<file path="src/rtl/mdu_pkg.sv">
// Shared types and constants for the iterative RV32M multiply/divide unit.
//   mdu_op_e    : funct3 encodings of the M-extension operations
//   mdu_state_e : sequencer states
//   DIV0_Q      : quotient returned on divide-by-zero
//   OVF_Q       : quotient returned on signed overflow (most-negative / -1)
package mdu_pkg;

  typedef enum logic [2:0] {
    OP_MUL    = 3'b000,
    OP_MULH   = 3'b001,
    OP_MULHSU = 3'b010,
    OP_MULHU  = 3'b011,
    OP_DIV    = 3'b100,
    OP_DIVU   = 3'b101,
    OP_REM    = 3'b110,
    OP_REMU   = 3'b111
  } mdu_op_e;

  typedef enum logic [1:0] {
    IDLE  = 2'd0,
    SETUP = 2'd1,
    CALC  = 2'd2,
    DONE  = 2'd3
  } mdu_state_e;

  localparam logic [31:0] DIV0_Q = '1;
  localparam logic [31:0] OVF_Q  = 32'h8000_0000;

  // funct3[2] separates the divide class from the multiply class.
  function automatic logic op_is_div(input mdu_op_e op);
    return op[2];
  endfunction

endpackage

</file>
<file path="src/rtl/mdu_negate.sv">
// Conditional two's-complement.
//   en : 1 -> y = -a, 0 -> y = a
//   a  : W-bit input
//   y  : W-bit output
module mdu_negate #(
  parameter int W = 32
) (
  input  logic         en,
  input  logic [W-1:0] a,
  output logic [W-1:0] y
);

  assign y = en ? ((~a) + W'(1)) : a;

endmodule

</file>
<file path="src/rtl/mdu_iterative.sv">
// Iterative RV32M multiply/divide unit. One shift-add (multiply) or
// restoring shift-subtract (divide) step per cycle, fixed latency.
//   clk, rst_n : clock, asynchronous active-low reset
//   start      : request, sampled in IDLE/DONE only
//   kill       : synchronous abort, wins over start
//   funct3     : operation select (mdu_op_e)
//   op_a, op_b : rs1 / rs2 operands
//   rd_in      : destination register index
//   busy       : operation in flight (SETUP/CALC)
//   done       : one-cycle pulse, result/rd_out valid
//   wb_en      : done with a non-zero destination
//   rd_out     : destination of the completed operation
//   result     : completed value, held until the next completion
module mdu_iterative
  import mdu_pkg::*;
#(
  parameter int XLEN = 32
) (
  input  logic            clk,
  input  logic            rst_n,
  input  logic            start,
  input  logic            kill,
  input  logic [2:0]      funct3,
  input  logic [XLEN-1:0] op_a,
  input  logic [XLEN-1:0] op_b,
  input  logic [4:0]      rd_in,
  output logic            busy,
  output logic            done,
  output logic            wb_en,
  output logic [4:0]      rd_out,
  output logic [XLEN-1:0] result
);

  localparam int CW = $clog2(XLEN);

  mdu_state_e        state, state_nxt;
  mdu_op_e           op_q;
  logic [XLEN-1:0]   a_q, b_q;       // raw operands latched on accept
  logic [XLEN-1:0]   ma_q, mb_q;     // operand magnitudes
  logic [4:0]        rd_q;
  logic              sa_q, sb_q, div0_q, ovf_q;
  logic [CW-1:0]     cnt;
  // Shared accumulator. Multiply: {hi, lo/multiplier}. Divide: {rem, quotient/dividend}.
  logic [2*XLEN-1:0] acc, acc_step;
  logic              accept;

  // ---------------------------------------------------------------- FSM
  assign accept = start && !kill && (state == IDLE || state == DONE);

  always_ff @(posedge clk or negedge rst_n) begin
    if (!rst_n) state <= IDLE;
    else        state <= state_nxt;
  end

  always_comb begin
    state_nxt = state;
    case (state)
      IDLE:    if (accept) state_nxt = SETUP;
      SETUP:   state_nxt = CALC;
      CALC:    if (cnt == '0) state_nxt = DONE;
      DONE:    state_nxt = accept ? SETUP : IDLE;
      default: state_nxt = IDLE;
    endcase
    if (kill) state_nxt = IDLE;
  end

  assign busy  = (state == SETUP) || (state == CALC);
  assign done  = (state == DONE);
  assign wb_en = done && (rd_out != 5'd0);

  // ---------------------------------------------------------------- setup decode
  logic            a_sgn, b_sgn, sa, sb, div0, ovf;
  logic [XLEN-1:0] ma, mb;

  always_comb begin
    a_sgn = op_q inside {OP_MULH, OP_MULHSU, OP_DIV, OP_REM};
    b_sgn = op_q inside {OP_MULH, OP_DIV, OP_REM};
    sa    = a_sgn && a_q[XLEN-1];
    sb    = b_sgn && b_q[XLEN-1];
    div0  = (b_q == '0);
    ovf   = (op_q inside {OP_DIV, OP_REM}) && (a_q == OVF_Q) && (b_q == '1);
  end

  mdu_negate #(.W(XLEN)) u_mag_a (.en(sa), .a(a_q), .y(ma));
  mdu_negate #(.W(XLEN)) u_mag_b (.en(sb), .a(b_q), .y(mb));

  // ---------------------------------------------------------------- iteration step
  logic [XLEN-1:0] mul_add;
  logic [XLEN:0]   mul_sum, rem_sh, rem_diff;

  always_comb begin
    mul_add  = acc[0] ? ma_q : '0;
    mul_sum  = {1'b0, acc[2*XLEN-1:XLEN]} + {1'b0, mul_add};
    // Remainder shifted left with the next dividend bit: XLEN+1 bits wide.
    rem_sh   = acc[2*XLEN-1:XLEN-1];
    rem_diff = rem_sh - {1'b0, mb_q};
    acc_step = {mul_sum, acc[XLEN-1:1]};
    if (op_is_div(op_q)) begin
      // Restored remainder is always < divisor, so it fits XLEN bits.
      if (!rem_diff[XLEN]) acc_step = {rem_diff[XLEN-1:0], acc[XLEN-2:0], 1'b1};
      else                 acc_step = {rem_sh[XLEN-1:0],   acc[XLEN-2:0], 1'b0};
    end
  end

  // ---------------------------------------------------------------- sign fix / select
  // Evaluated on the final step so result is registered on entry to DONE.
  logic [2*XLEN-1:0] prod_f;
  logic [XLEN-1:0]   quo_f, rem_f, res_fin;

  mdu_negate #(.W(2*XLEN)) u_fix_p (.en(sa_q ^ sb_q), .a(acc_step),                .y(prod_f));
  mdu_negate #(.W(XLEN))   u_fix_q (.en(sa_q ^ sb_q), .a(acc_step[XLEN-1:0]),      .y(quo_f));
  mdu_negate #(.W(XLEN))   u_fix_r (.en(sa_q),        .a(acc_step[2*XLEN-1:XLEN]), .y(rem_f));

  always_comb begin
    res_fin = '0;
    case (op_q)
      OP_MUL:                      res_fin = prod_f[XLEN-1:0];
      OP_MULH, OP_MULHSU, OP_MULHU: res_fin = prod_f[2*XLEN-1:XLEN];
      OP_DIV, OP_DIVU:             res_fin = div0_q ? DIV0_Q : (ovf_q ? OVF_Q : quo_f);
      OP_REM, OP_REMU:             res_fin = div0_q ? a_q    : (ovf_q ? '0    : rem_f);
      default:                     res_fin = '0;
    endcase
  end

  // ---------------------------------------------------------------- datapath
  always_ff @(posedge clk or negedge rst_n) begin
    if (!rst_n) begin
      op_q   <= OP_MUL;
      a_q    <= '0;
      b_q    <= '0;
      rd_q   <= '0;
      ma_q   <= '0;
      mb_q   <= '0;
      sa_q   <= 1'b0;
      sb_q   <= 1'b0;
      div0_q <= 1'b0;
      ovf_q  <= 1'b0;
      cnt    <= '0;
      acc    <= '0;
      rd_out <= '0;
      result <= '0;
    end else begin
      if (accept) begin
        op_q <= mdu_op_e'(funct3);
        a_q  <= op_a;
        b_q  <= op_b;
        rd_q <= rd_in;
      end
      case (state)
        SETUP: begin
          sa_q   <= sa;
          sb_q   <= sb;
          ma_q   <= ma;
          mb_q   <= mb;
          div0_q <= div0;
          ovf_q  <= ovf;
          cnt    <= CW'(XLEN-1);
          // Divide shifts the dividend out of the low half; multiply shifts the multiplier.
          acc    <= op_is_div(op_q) ? {{XLEN{1'b0}}, ma} : {{XLEN{1'b0}}, mb};
        end
        CALC: begin
          acc <= acc_step;
          cnt <= cnt - CW'(1);
          // Outputs only move on a completion that is not being flushed.
          if (cnt == '0 && !kill) begin
            result <= res_fin;
            rd_out <= rd_q;
          end
        end
        default: ;
      endcase
    end
  end

endmodule

</file>
<file path="config.mk">
export PLATFORM = sky130hd
export DESIGN_NAME = mdu_iterative
export DESIGN_NICKNAME = d
export VERILOG_FILES = /design/src/rtl/mdu_pkg.sv /design/src/rtl/mdu_negate.sv /design/src/rtl/mdu_iterative.sv
export SDC_FILE = /design/constraint.sdc
export NUM_CORES = 1
export LEC_CHECK = 0
export ABC_CLOCK_PERIOD_IN_PS = 6300
export CAP_MARGIN = 0
export CORE_MARGIN = 2
export CORE_UTILIZATION = 55
export DETAILED_ROUTE_END_ITERATION = 12
export GPL_ROUTABILITY_DRIVEN = 0
export HOLD_SLACK_MARGIN = 0.02
export PLACE_DENSITY = 0.72
export SYNTH_ARGS = -nofsm -noshare
export SYNTH_HDL_FRONTEND = slang
export SYNTH_HIERARCHICAL = 1
export SYNTH_SLANG_ARGS = --single-unit
</file>
<file path="constraint.sdc">
create_clock -name clk -period 6.3 [get_ports clk]
set_input_delay 1.26 -clock clk [delete_from_list [all_inputs] [get_ports clk]]
set_output_delay 1.26 -clock clk [all_outputs]
set_load 0.005 [all_outputs]
</file>
; ---- Word level (Yosys, flattened, before mapping)
; Index checks and enable logic that the tools add are counted.
[classes]
muxes = 21
n_reduce_logical = 25
add_sub_neg = 8
shift = 0
n_div = 0
mul = 0
n_bitwise = 6
n_lt_le_gt_ge = 0
eq_ne = 14
[op_table]
columns = cell, n
row1 = 32-bit 2-to-1 mux, 10
row2 = 64-bit 2-to-1 mux, 3
row3 = 32-bit by 1-bit adder with 32-bit output (second input constant), 4
row4 = 32-bit NOT, 4
row5 = 32-bit one-hot mux with 4 select lines, 1
row6 = 64-bit one-hot mux with 2 select lines, 1
row7 = 64-bit by 1-bit adder with 64-bit output (second input constant), 1
row8 = 32-bit == test (second input constant), 2
row9 = 64-bit NOT, 1
row10 = 32-bit by 32-bit adder with 33-bit output, 1
row11 = 33-bit by 32-bit subtractor with 33-bit output, 1
row12 = 32-bit logical NOT, 1
row13 = 3-bit == test (second input constant), 4
row14 = 5-bit one-hot mux with 2 select lines, 1
row15 = 1-bit logical AND, 8
row16 = 2-bit one-hot mux with 4 select lines, 1
row17 = 3-bit by 2-bit == test with 1-bit output (second input constant), 2
row18 = 2-bit 2-to-1 mux, 3
row19 = 3-bit != test (second input constant), 2
row20 = 5-bit logical NOT, 1
row21 = 5-bit nonzero test, 1
row22 = 5-bit by 1-bit subtractor with 5-bit output (second input constant), 1
row23 = 2-bit == test (second input constant), 2
row24 = 2-bit AND reduction, 2
row25 = other kinds (13), 16
[totals]
elab_cells = 89
latch_bits = 0
input_bits = 76
regBits = 248
mem_count = 0
romBits = 0
out_inout_bits = 40
mem_bits_rw = 0

; ---- Logic depth before layout (Yosys ltp)
[depth]
ltp_word = 9
mapped_depth = 25
ltp_nobuf = 25

; ---- Modules after synthesis
; The synthesis kept the hierarchy.
[modules_own_cells]
columns = mod, seq_area_each_um2, area_each_um2, instances, cells_per_inst
row1 = mdu_iterative, 6206.0, 16020.4, 1, 1771
row2 = mdu_negate (u_fix_q ...), 0.0, 777.0, 4, 99
row3 = mdu_negate (u_fix_p), 0.0, 1649.1, 1, 206

; ---- Worst setup path before layout
; OpenSTA, ideal clock, no wires.
[synth_path]
path_kind = flip-flop to flip-flop
from = register acc[31]
to = register result[28]
setup_ns = 0.134
synth_period_minus_slack_ns = 4.952
n_path_buf = 1
stages_incl_launch_ff = 23
t_required_ns = 6.166
path_slack_ns = 1.348
t_arrival_ns = 4.818
cell_sequence = dfrtp_1 -> inv_1 -> ha_1 -> inv_1 -> fa_1 -> a211oi_2 -> o211ai_2 -> a31oi_4 -> o21ai_2 -> a211oi_4 -> xnor2_4 -> buf_6 -> mux2i_1 -> a21oi_1 -> or4_1 -> or3_4 -> or3_4 -> o41ai_4 -> xnor2_1 -> a21oi_1 -> a21oi_1 -> a21oi_1 -> o21ai_0
[synth_between]
elab_cells_between_ends = 17
cone_classes = add/sub: 4 / mux: 10 / bitwise: 3
[synth_lines]
columns = item, line_no
row1 = "start, declared", mdu_iterative.sv:44  ; logic [2*XLEN-1:0] acc, acc_step;
row2 = "start signal, assigned", mdu_iterative.sv:159  ; acc <= op_is_div(op_q) ? {{XLEN{1'b0}}, ma} : {{XLEN{1'b0}}, mb};
row3 = "start signal, assigned", mdu_iterative.sv:162  ; acc <= acc_step;
row4 = 33-bit by 32-bit subtractor with 33-bit output, mdu_iterative.sv:96  ; rem_diff = rem_sh - {1'b0, mb_q};
row5 = 64-bit 2-to-1 mux, mdu_iterative.sv:100  ; if (!rem_diff[XLEN]) acc_step = {rem_diff[XLEN-1:0], acc[XLEN-2:0], 1'b1};
row6 = 64-bit 2-to-1 mux, mdu_iterative.sv:98  ; if (op_is_div(op_q)) begin
row7 = net acc_step[36], mdu_iterative.sv:44
row8 = 64-bit NOT, mdu_negate.sv:13  ; assign y = en ? ((~a) + W'(1)) : a;
row9 = 64-bit by 1-bit adder with 64-bit output, mdu_negate.sv:13
row10 = 64-bit 2-to-1 mux, mdu_negate.sv:13
row11 = net prod_f[60], mdu_iterative.sv:107  ; logic [2*XLEN-1:0] prod_f;
row12 = 32-bit one-hot mux with 4 select lines, mdu_iterative.sv:116  ; case (op_q)
row13 = "end signal, assigned", mdu_iterative.sv:166  ; result <= res_fin;
row14 = "end, declared", mdu_iterative.sv:31  ; output logic [XLEN-1:0] result
; The timed path passes the listed nets, and every way through them passes these cells.
; A chain may end at the register's enable or synchronous reset.

; ---- Worst setup path after layout
[layout_path]
from = register acc[31]
to = register result[31]
; The elaborated chain is that of the path after synthesis.

==> results.md <==
* Status: finished clean
* Bufs on Longest Clock Path at 3
* Max-slew headroom at 0.0926
* Max-Cap Viols at 0
* Setup Viol. Count Final at 0
* CTS H-tree depth at 1
* Seq/Total Area, Yosys at 0.299
* Post-Syn Area per Cell at 8.76 um^2
* Commonest non-fill, non-tap cells in the layout: 254 x nand2_1, 246 x dfrtp_1, 237 x a21oi_1
* CTS tree: built
* Hold_buf cts at 0
* Initial Util at 0.556
* Layout cells sized above 1 at 0.144
* Final Net Count at 2579
* Post-CTS setup buffers at 0
* Worst Hold Class: flip-flop to flip-flop
* Overflow after GRT at 0
* Met2 wire len at 28.7 mm
* Post-DP HPWL at 50.8 mm
* Number of DRC markers in iteration 0 at 1906
* Num ports at 116
* Die ar. at 39300 um^2
* Yosys reg bits at 248
* Core footprint at 37400 um^2
* # diodes at 0
* Largest family of logic cells by synthesized area: compound AO/OA/AOI/OAI gates
* XOR/XNOR Fraction of Synth Area at 0.102
* Drt wl/cell at 22.9 um
* Area Overhead vs Synth at 12.9%
* Tot GR Track Use at 0.344
* TritonCTS buffer count at 29
* Area share of fa/ha/maj cells after synthesis at 0.0477
* Setup CP Type: flip-flop to flip-flop
* Vias per inst at 6.54
* CTS Sinks at 248
* Synth Area in Compound Gates at 0.225
* Fin. Hold Viols at 0
* Post-synthesis simple-gate area fraction at 0.176
* Cts repair resizes at 0
* Syn nets at 2527
* Fmax at 171 MHz
* Post-synth top flop: dfrtp_1
* Most common cell after layout, fill and taps aside: nand2_1
* Die X at 198 um
* Worst skew pair latency at 590 ps
* Worst slew pin tran at 1360 ps
* RSZ-0062 raised after global routing: false
* Synth Instances at 2373
* Fillers at 3194
* DRC viols at 0
* Post-synthesis mux area share at 0.109
* Post-route setup TNS at 0 ps
* Met3 wire length at 7.37 mm
* Yosys top cell by area: dfrtp_1
* Ys Warns at 6
* Rows at 71
* Critical Path RT at 6810 ps
* First drt pass iteration count at 8
* Top Layer Used: met5
* Initial antenna violation count at 1
* Distinct cells, synth at 92
* Critical path startpoint category: flip-flop
* Max-slew violations at 0
* Tmin final at 5830 ps
* Synth top area share at 0.299
* Worst-path clk slew at 70 ps
* Number of flops mapped to enable cells by yosys at 0
* Crit end category: flip-flop
* Die Height at 198 um
* CTS root buf: clkbuf_16
* CP Max Fanout at 20
* Largest net degree at the start of global routing at 143
* Top cells by area, synth: dfrtp_1 30%, xnor2_1 8.9%, mux2_2 7.8%, a21oi_1 5.7%, o21ai_0 4.7%
* Synthesized cell area at 20800 um^2
* Asr flop ratio synth at 1.00
* # port buffers at 115
* Vias in the first global route at 18.5k
* Via Count at 19.3k
* Final WL at 67.8 mm
* Antenna Nets Post-Route at 0
* M1 WL at 26.7 mm
* CP Data Arrival Time at 6340 ps
* Fin crit share at 0.926
* Global-route wire length before repair at 105 mm
* Setup Skew at 15.8 ps
## cell type report
type	instances	area, um^2	area share
multi-input cells	1911	13800	0.587
flip-flops and latches	248	6210	0.265
repair buffers	160	1520	0.0648
clock buffers	35	778	0.0332
well taps	511	639	0.0273
inverters	75	283	0.0121
clock inverters	18	244	0.0104
## state kept, by name, indices dropped and copies added (netlist names)
| name | flops |
|---|---|
| rd_out | 5 |
| ovf_q | 1 |
| mb_q | 32 |
| acc | 64 |
| ma_q | 32 |
| cnt | 5 |
| rd_q | 5 |
| div0_q | 1 |
| b_q | 32 |
| state | 2 |
| a_q | 32 |
| sb_q | 1 |
| op_q | 3 |
| sa_q | 1 |
| result | 32 |
## worst max-delay path, cell delays in order (launching register included)
cell and delay (ps):
dfrtp_1 390, inv_1 110, ha_1 180, inv_1 50, fa_1 430, a211oi_2 330, o211ai_2 170, a31oi_4 190
o21ai_2 130, a211oi_4 320, xnor2_4 330, buf_4 320, nand2_1 100, o221a_2 420, or4_4 600, or3_1 380
or4_1 430, o31ai_1 260, xnor2_1 150, nand2_1 60, a21oi_1 180, a21oi_1 50, o21ai_0 150
## synth_stat cells, drive strengths merged, types with 11 or more instances
master / n
or2: 13
nand4: 34
a21o: 22
a31oi: 19
nor4: 46
mux2i: 62
buf: 29
nand2: 254
clkbuf: 110
nor2b: 11
or4: 18
nand3: 29
o21ai: 203
mux2: 144
dfrtp: 248
or3: 20
o41ai: 52
inv: 74
and2: 35
nor2: 129
xnor2: 213
nor3: 26
a22o: 59
o31ai: 61
ha: 76
xor2: 26
a21oi: 240
nand2b: 22
## cell families (layout without fill, tap and decap cells)
kind of cell | count (synthesis) | after routing
flops | 248 | 248
buf+inv | 214 | 288
mux | 207 | 207
simple gates | 672 | 672
xor+xnor | 239 | 239
compound gates | 715 | 715
fa+ha+maj | 78 | 78
## path summary, 6_finish.rpt
| path | start | to | slack, ps | cells after the start |
|---|---|---|---|---|
| hold reg to reg | result[23]$_DFFE_PN0P_ | result[23]$_DFFE_PN0P_ | 480 | 2 |
| hold / removal | result[23]$_DFFE_PN0P_ | result[23]$_DFFE_PN0P_ | 480 | 2 |
| setup reg to reg | acc[31]$_DFFE_PN0P_ | result[31]$_DFFE_PN0P_ | 470 | 22 |
| min in group asynchronous | rst_n | b_q[16]$_DFFE_PN0P_ | 700 | 1 |
| setup / recovery | acc[31]$_DFFE_PN0P_ | result[31]$_DFFE_PN0P_ | 470 | 22 |
| max in group asynchronous | rst_n | result[9]$_DFFE_PN0P_ | 4300 | 2 |
## routing by layer
layer / up-vias / track usage
met5: - / 0.0204
met4: 2 / 0.217
met3: 247 / 0.0785
met2: 1095 / 0.512
met1: 9216 / 0.449
li1: 8774 / -
## stage by stage
| stage | utilization | setup WS, ps | area, um^2 | hold slack, ps | instances |
|---|---|---|---|---|---|
| finish | 0.627 | 467 | 23500 | 475 | 2958 |
| global route | 0.627 | 91.4 | 23500 | 501 | 2958 |
| CTS | 0.627 | 538 | 23500 | 485 | 2958 |
| detailed placement | 0.600 | 577 | 22400 | 472 | 2905 |
| global placement | 0.600 | 664 | 22400 | 460 | 2905 |
| floorplan | - | 1350 | 20800 | 451 | 2373 |
Power is not shown: default switching activity piles up to over one toggle a cycle in this logic, so the estimate is an artifact.
